### src/rtl/serial_sub_pkg.sv
// Shared types and constants for the bit-serial subtractor.
package serial_sub_pkg;

    localparam int unsigned DEFAULT_W = 8;

    typedef enum logic [1:0] {
        IDLE = 2'd0,
        RUN  = 2'd1,
        FIN  = 2'd2
    } state_t;

endpackage : serial_sub_pkg

### src/rtl/full_sub.sv
// One-bit full subtractor: D = A - B - Bi, built from two half-subtract stages.
module full_sub (
    input  logic A,
    input  logic B,
    input  logic Bi,
    output logic D,
    output logic Bo
);

    logic w_d1;
    logic w_b1;
    logic w_b2;

    // First half-subtract: A - B
    assign w_d1 = A ^ B;
    assign w_b1 = ~A & B;

    // Second half-subtract: (A - B) - Bi, borrows merged with OR
    assign D    = w_d1 ^ Bi;
    assign w_b2 = ~w_d1 & Bi;
    assign Bo   = w_b1 | w_b2;

endmodule : full_sub

### src/rtl/serial_sub.sv
// Bit-serial W-bit subtractor: one bit pair per cycle LSB-first, result
// published in a separate output register on completion.
module serial_sub
    import serial_sub_pkg::*;
#(
    parameter int unsigned W = DEFAULT_W
) (
    input  logic         CLK,
    input  logic         RST_N,
    input  logic         START,
    input  logic [W-1:0] A,
    input  logic [W-1:0] B,
    input  logic         BI,
    output logic [W-1:0] D,
    output logic         BO,
    output logic         BUSY,
    output logic         DONE
);

    localparam int unsigned CW = $clog2(W) + 1;

    state_t         r_state;
    logic [CW-1:0]  r_cnt;
    logic [W-1:0]   r_a;
    logic [W-1:0]   r_b;
    logic [W-1:0]   r_res;
    logic           r_br;
    logic [W-1:0]   r_d;
    logic           r_bo;
    logic           r_busy;
    logic           r_done;

    logic           w_d;
    logic           w_bo;
    logic           w_accept;
    logic           w_last;
    logic [W-1:0]   w_res_next;

    // Per-bit cell operating on the current LSBs and the running borrow
    full_sub u_cell (
        .A  (r_a[0]),
        .B  (r_b[0]),
        .Bi (r_br),
        .D  (w_d),
        .Bo (w_bo)
    );

    // New requests are only taken when no subtraction is in flight
    assign w_accept   = START && (r_state != RUN);
    assign w_last     = (r_cnt == CW'(W - 1));
    assign w_res_next = (r_res >> 1) | {w_d, {(W-1){1'b0}}};

    // Sequencer, datapath shift registers and registered outputs
    always_ff @(posedge CLK or negedge RST_N) begin
        if (!RST_N) begin
            r_state <= IDLE;
            r_cnt   <= '0;
            r_a     <= '0;
            r_b     <= '0;
            r_res   <= '0;
            r_br    <= 1'b0;
            r_d     <= '0;
            r_bo    <= 1'b0;
            r_busy  <= 1'b0;
            r_done  <= 1'b0;
        end else begin
            case (r_state)
                IDLE, FIN: begin
                    r_done <= 1'b0;
                    if (w_accept) begin
                        r_a     <= A;
                        r_b     <= B;
                        r_br    <= BI;
                        r_cnt   <= '0;
                        r_state <= RUN;
                        r_busy  <= 1'b1;
                    end else begin
                        r_state <= IDLE;
                        r_busy  <= 1'b0;
                    end
                end
                RUN: begin
                    r_a   <= r_a >> 1;
                    r_b   <= r_b >> 1;
                    r_br  <= w_bo;
                    r_res <= w_res_next;
                    r_cnt <= r_cnt + CW'(1);
                    if (w_last) begin
                        r_d     <= w_res_next;
                        r_bo    <= w_bo;
                        r_state <= FIN;
                        r_busy  <= 1'b0;
                        r_done  <= 1'b1;
                    end
                end
                default: begin
                    r_state <= IDLE;
                    r_busy  <= 1'b0;
                    r_done  <= 1'b0;
                end
            endcase
        end
    end

    assign D    = r_d;
    assign BO   = r_bo;
    assign BUSY = r_busy;
    assign DONE = r_done;

endmodule : serial_sub

### config.mk
export PLATFORM = sky130hd
export DESIGN_NAME = serial_sub
export DESIGN_NICKNAME = d
export VERILOG_FILES = /design/src/rtl/serial_sub_pkg.sv /design/src/rtl/full_sub.sv /design/src/rtl/serial_sub.sv
export SDC_FILE = /design/constraint.sdc
export NUM_CORES = 1
export LEC_CHECK = 0
export BUFFER_PORTS_ARGS = -buffer_cell sky130_fd_sc_hd__buf_2
export CORE_MARGIN = 10
export CORE_UTILIZATION = 48
export CTS_CLUSTER_DIAMETER = 80
export DETAILED_ROUTE_END_ITERATION = 10
export HOLD_SLACK_MARGIN = 0.08
export PLACE_DENSITY = 0.71
export SYNTH_ARGS = -nofsm -noshare
export SYNTH_HDL_FRONTEND = slang
export SYNTH_HIERARCHICAL = 1
export SYNTH_SLANG_ARGS = --single-unit
### constraint.sdc
create_clock -name CLK -period 2.8 [get_ports CLK]
set_clock_uncertainty 0.05 [all_clocks]
set_input_delay 0.14 -clock CLK [delete_from_list [all_inputs] [get_ports CLK]]
set_output_delay 0.14 -clock CLK [all_outputs]
set_load 0.05 [all_outputs]
## After elaboration in Yosys (flattened, before gate mapping)

Cells that the tools add are included.

| operators by class | value |
|---|---|
| reduce and logical (&&, ||, !) cells | 6 |
| equal/unequal tests | 6 |
| bitwise operators | 8 |
| add/subtract/negate cells | 1 |
| muxes and demuxes | 16 |

Operators with widths:

| cell | count |
|---|---|
| $pmux 8 s2 | 2 |
| $mux 8 | 2 |
| $or 7x8->8 | 1 |
| $pmux 4 s2 | 1 |
| $mux 1 | 6 |
| $add 4x1->4 const B | 1 |
| $eq 4x3->1 const B | 1 |
| $mux 4 | 1 |
| $ne 2x2->1 const B | 2 |
| $pmux 1 s2 | 2 |
| $pmux 2 s2 | 1 |
| $reduce_and 2->1 | 2 |
| $and 1x1->1 | 2 |
| $eq 2x1->1 const B | 1 |
| $eq 2x2->1 const B | 1 |
| $logic_not 2->1 | 1 |
| $mux 2 | 1 |
| $ne 2x1->1 const B | 1 |
| $not 1->1 | 2 |
| $reduce_bool 2->1 | 1 |
| $reduce_or 2->1 | 1 |
| $xor 1x1->1 | 2 |
| $logic_and 1x1->1 | 1 |
| $or 1x1->1 | 1 |

| storage, ports and cells | value |
|---|---|
| output and inout port bits | 11 |
| input port bits | 20 |
| bits in registers | 42 |
| logic and storage cells | 47 |

## Longest topological paths before layout

| logic depth | value |
|---|---|
| word-level depth | 5 |
| mapped depth | 5 |
| depth with buffers taken out | 5 |

## Hierarchy

The synthesis kept the hierarchy.

By module, submodules not included:

| module | instances | area each (um^2) | cells each |
|---|---|---|---|
| serial_sub | 1 | 1630.3 | 113 |
| full_sub | 1 | 31.3 | 4 |

## Worst setup path after synthesis

OpenSTA, ideal clock, no wires.

| timing | value |
|---|---|
| kind | register -> register |
| start point | reg DONE (netlist name) |
| end point | reg r_bo (netlist: BO) |
| data arrival time | 1.441 ns |
| cell stages (with the launch flop) | 5 |
| buffers on the path | 1 |
| slack | 1.184 ns |
| data required time | 2.625 ns |
| cell sequence | dfrtp_1 -> nor2b_4 -> and4_4 -> buf_6 -> mux2_2 |

RTL lines:

| element | RTL line | source |
|---|---|---|
| end signal: assignment | serial_sub.sv:90 | `r_bo <= w_bo;` |
| end: declaration | serial_sub.sv:29 | `logic r_bo;` |

==> results.cfg <==
[setup_path]
critPathMaxFanout = 22
path_buf_inv = 2
crit_path_cell_trace = nor2b_4, buf_4, nor2_1, buf_4, mux2_2
critPathCaptureType = flip-flop
cp_top_family = buffers and inverters
cp.arrival_ps = 1890
reg2reg_from = DONE$_DFFE_PN0P_
cp.required_ps = 2990
criticalPathCategory = reg -> reg
cp_slowest_cell = dfrtp_1
critPathLaunchType = flip-flop
startpoint = DONE$_DFFE_PN0P_
cpPeakStageDelay_ps = 420
cp_common_cell = buf_4

[final_layout]
layout_commonest_cell = dfrtp_1
final_cell_mix = 40 x dfrtp_1, 30 x buf_2, 19 x mux2_2, 18 x a22o_1, 18 x dlygate4sd3_1
diodes = 0
area_growth_pct = 25.8
drive_gt1_frac = 0.363
design_area_um2 = 2090
finalNetCount = 189

[sta]
finalHoldViolCount = 0
min_period_ps = 1700
slew-limit-headroom = 0.435
fmax_ghz = 0.589
rsz0062_at_grt = false
maxSlewViolCount = 0
timing.final.crit_share = 0.607
fin_tns_setup_ps = 0
setup_viol = 0
worstMarginPinSlew_ps = 847

[clocking]
root_buffer = clkbuf_4
clkTransAtPathRegs_ps = 120
cts_tree = yes
cts.sinks = 40
postCtsSetupBuffers = 0
clockBufferDepth = 2
cts_resized = 0
htree_levels = 2
holdBufCountCts = 18
cts_buffers = 5
worstSkewPairLatency_ps = 340

[routing]
drtIter0Drc = 122
routed_wl_mm = 3.16
drc_errors = 0
vias_per_cell = 5.01
ant_nets = 0
wire_per_inst_um = 14.8
first_pass_iters = 4
num_vias = 1072

[floorplan]
die-area_um2 = 6210
die_h_um = 78.8
core_um2 = 3340
row_count = 21
io_pins = 31
die_w_um = 78.8
initial_core_util = 0.498

[placement]
globalplace.congestion = 0.710
port_buffers = 30
placed_area_um2 = 1830
dp_hpwl_mm = 2.13

[yosys]
avgSynthCellArea_um2 = 14.2
yosysUniqueCellTypes = 18
synth_fp_nets = 139
synthCells = 117
ys_seq_area_frac = 0.602
syn-cell-area_um2 = 1660
ys_ff_latch = 40
synth_warnings = 6

[power_and_ir_drop]
ir_drop_uv = 628
p_per_area_nw_per_um2 = 1210
leakagePower_nw = 1.08

[job]
drv_cap = 0

[grt]
grtUsageTotal = 0.113
grt_first_pass_wirelength_mm = 5.71
grt_pass1_vias = 1239
grt_overflow = 0
antenna_found_initial = 0
grt_max_degree = 41

[min_path]
min_path_type = in -> reg
hp-start = START

[status]
status = finished clean
==> per-stage QoR <==
stage               utilization  setup slack [ps]  hold slack [ps]  power (mW)  cells
floorplan                     -              1180             -206        1.94    117
global placement          0.550              1160              247        2.13    188
detailed placement        0.550              1110              249        2.18    188
CTS                       0.627              1100              356        2.56    214
global route              0.627              1010              387        2.71    214
finish                    0.627              1100              362        2.53    214
==> layout make-up <==
type,count,area [um2]
fill,272,1250
sequential,40,1000
multi-input combinational,65,588
timing repair buffer,51,353
tap,46,57.6
clock buffer,6,41.3
clock inverter,2,35.0
inverter,4,15.0
==> registers in the layout, indices dropped and copies added (netlist names), 4 cells and up <==
register / cells
D: 8
r_a: 8
r_b: 8
r_cnt: 4
r_res: 7
==> synth_stat cells <==
| cell type | n | area, um2 |
|---|---|---|
| a21o_1 | 15 | 113 |
| a21oi_1 | 1 | 5.00 |
| a22o_1 | 18 | 158 |
| and4_4 | 1 | 11.3 |
| buf_2 | 4 | 20.0 |
| buf_4 | 2 | 15.0 |
| buf_6 | 2 | 22.5 |
| dfrtp_1 | 40 | 1000 |
| fa_1 | 1 | 20.0 |
| ha_1 | 1 | 12.5 |
| inv_1 | 4 | 15.0 |
| mux2_2 | 19 | 214 |
| mux2i_1 | 1 | 10.0 |
| nand2_1 | 1 | 3.75 |
| nand4_1 | 1 | 6.26 |
| nor2_1 | 4 | 15.0 |
| nor2b_1 | 1 | 6.26 |
| nor2b_4 | 1 | 13.8 |
==> where the power goes <==
group | total, mW | switching (mW) | leakage, nW | internal [mW]
Clock | 0.368 | 0.181 | 0.0422 | 0.187
Sequential | 1.00 | 0.150 | 0.493 | 0.853
Combinational | 1.16 | 0.642 | 0.548 | 0.520
==> metal layers <==
layer | vias up | part of all wire | track usage
met1 | 529 | 0.44 | 0.129
met2 | 17 | 0.51 | 0.191
met5 | - | 0 | 0
met3 | 6 | 0.038 | 0.0417
li1 | 520 | - | -
met4 | 0 | 0.015 | 0.0376
==> worst paths after layout <==
kind,end,slack [ps],cells after the start
setup / recovery,r_cnt[0]$_DFFE_PN0P_,1100,5
hold / removal,BUSY$_DFFE_PN0P_,360,5
setup reg to reg,r_cnt[0]$_DFFE_PN0P_,1100,5
hold reg to reg,r_br$_DFFE_PN0P_,440,1
max in group asynchronous,DONE$_DFFE_PN0P_,1770,2
min in group asynchronous,r_b[4]$_DFFE_PN0P_,390,2
==> cells by family after synthesis <==
| kind of cell | after synthesis | synth area share |
|---|---|---|
| adders and majority gates | 2 | 0.0196 |
| buffers and inverters | 12 | 0.0437 |
| DFF | 40 | 0.602 |
| AOI/OAI and AO/OA | 34 | 0.166 |
| and+or+nand+nor | 9 | 0.0339 |
| muxes | 20 | 0.135 |
==> worst register-to-register path, cell delays in order, from the launching register on <==
cell and delay, ps:
dfrtp_1 420, nor2b_4 270, buf_4 310, nor2_1 80, buf_4 200, mux2_2 280
Power figures use the tool's default switching activity.
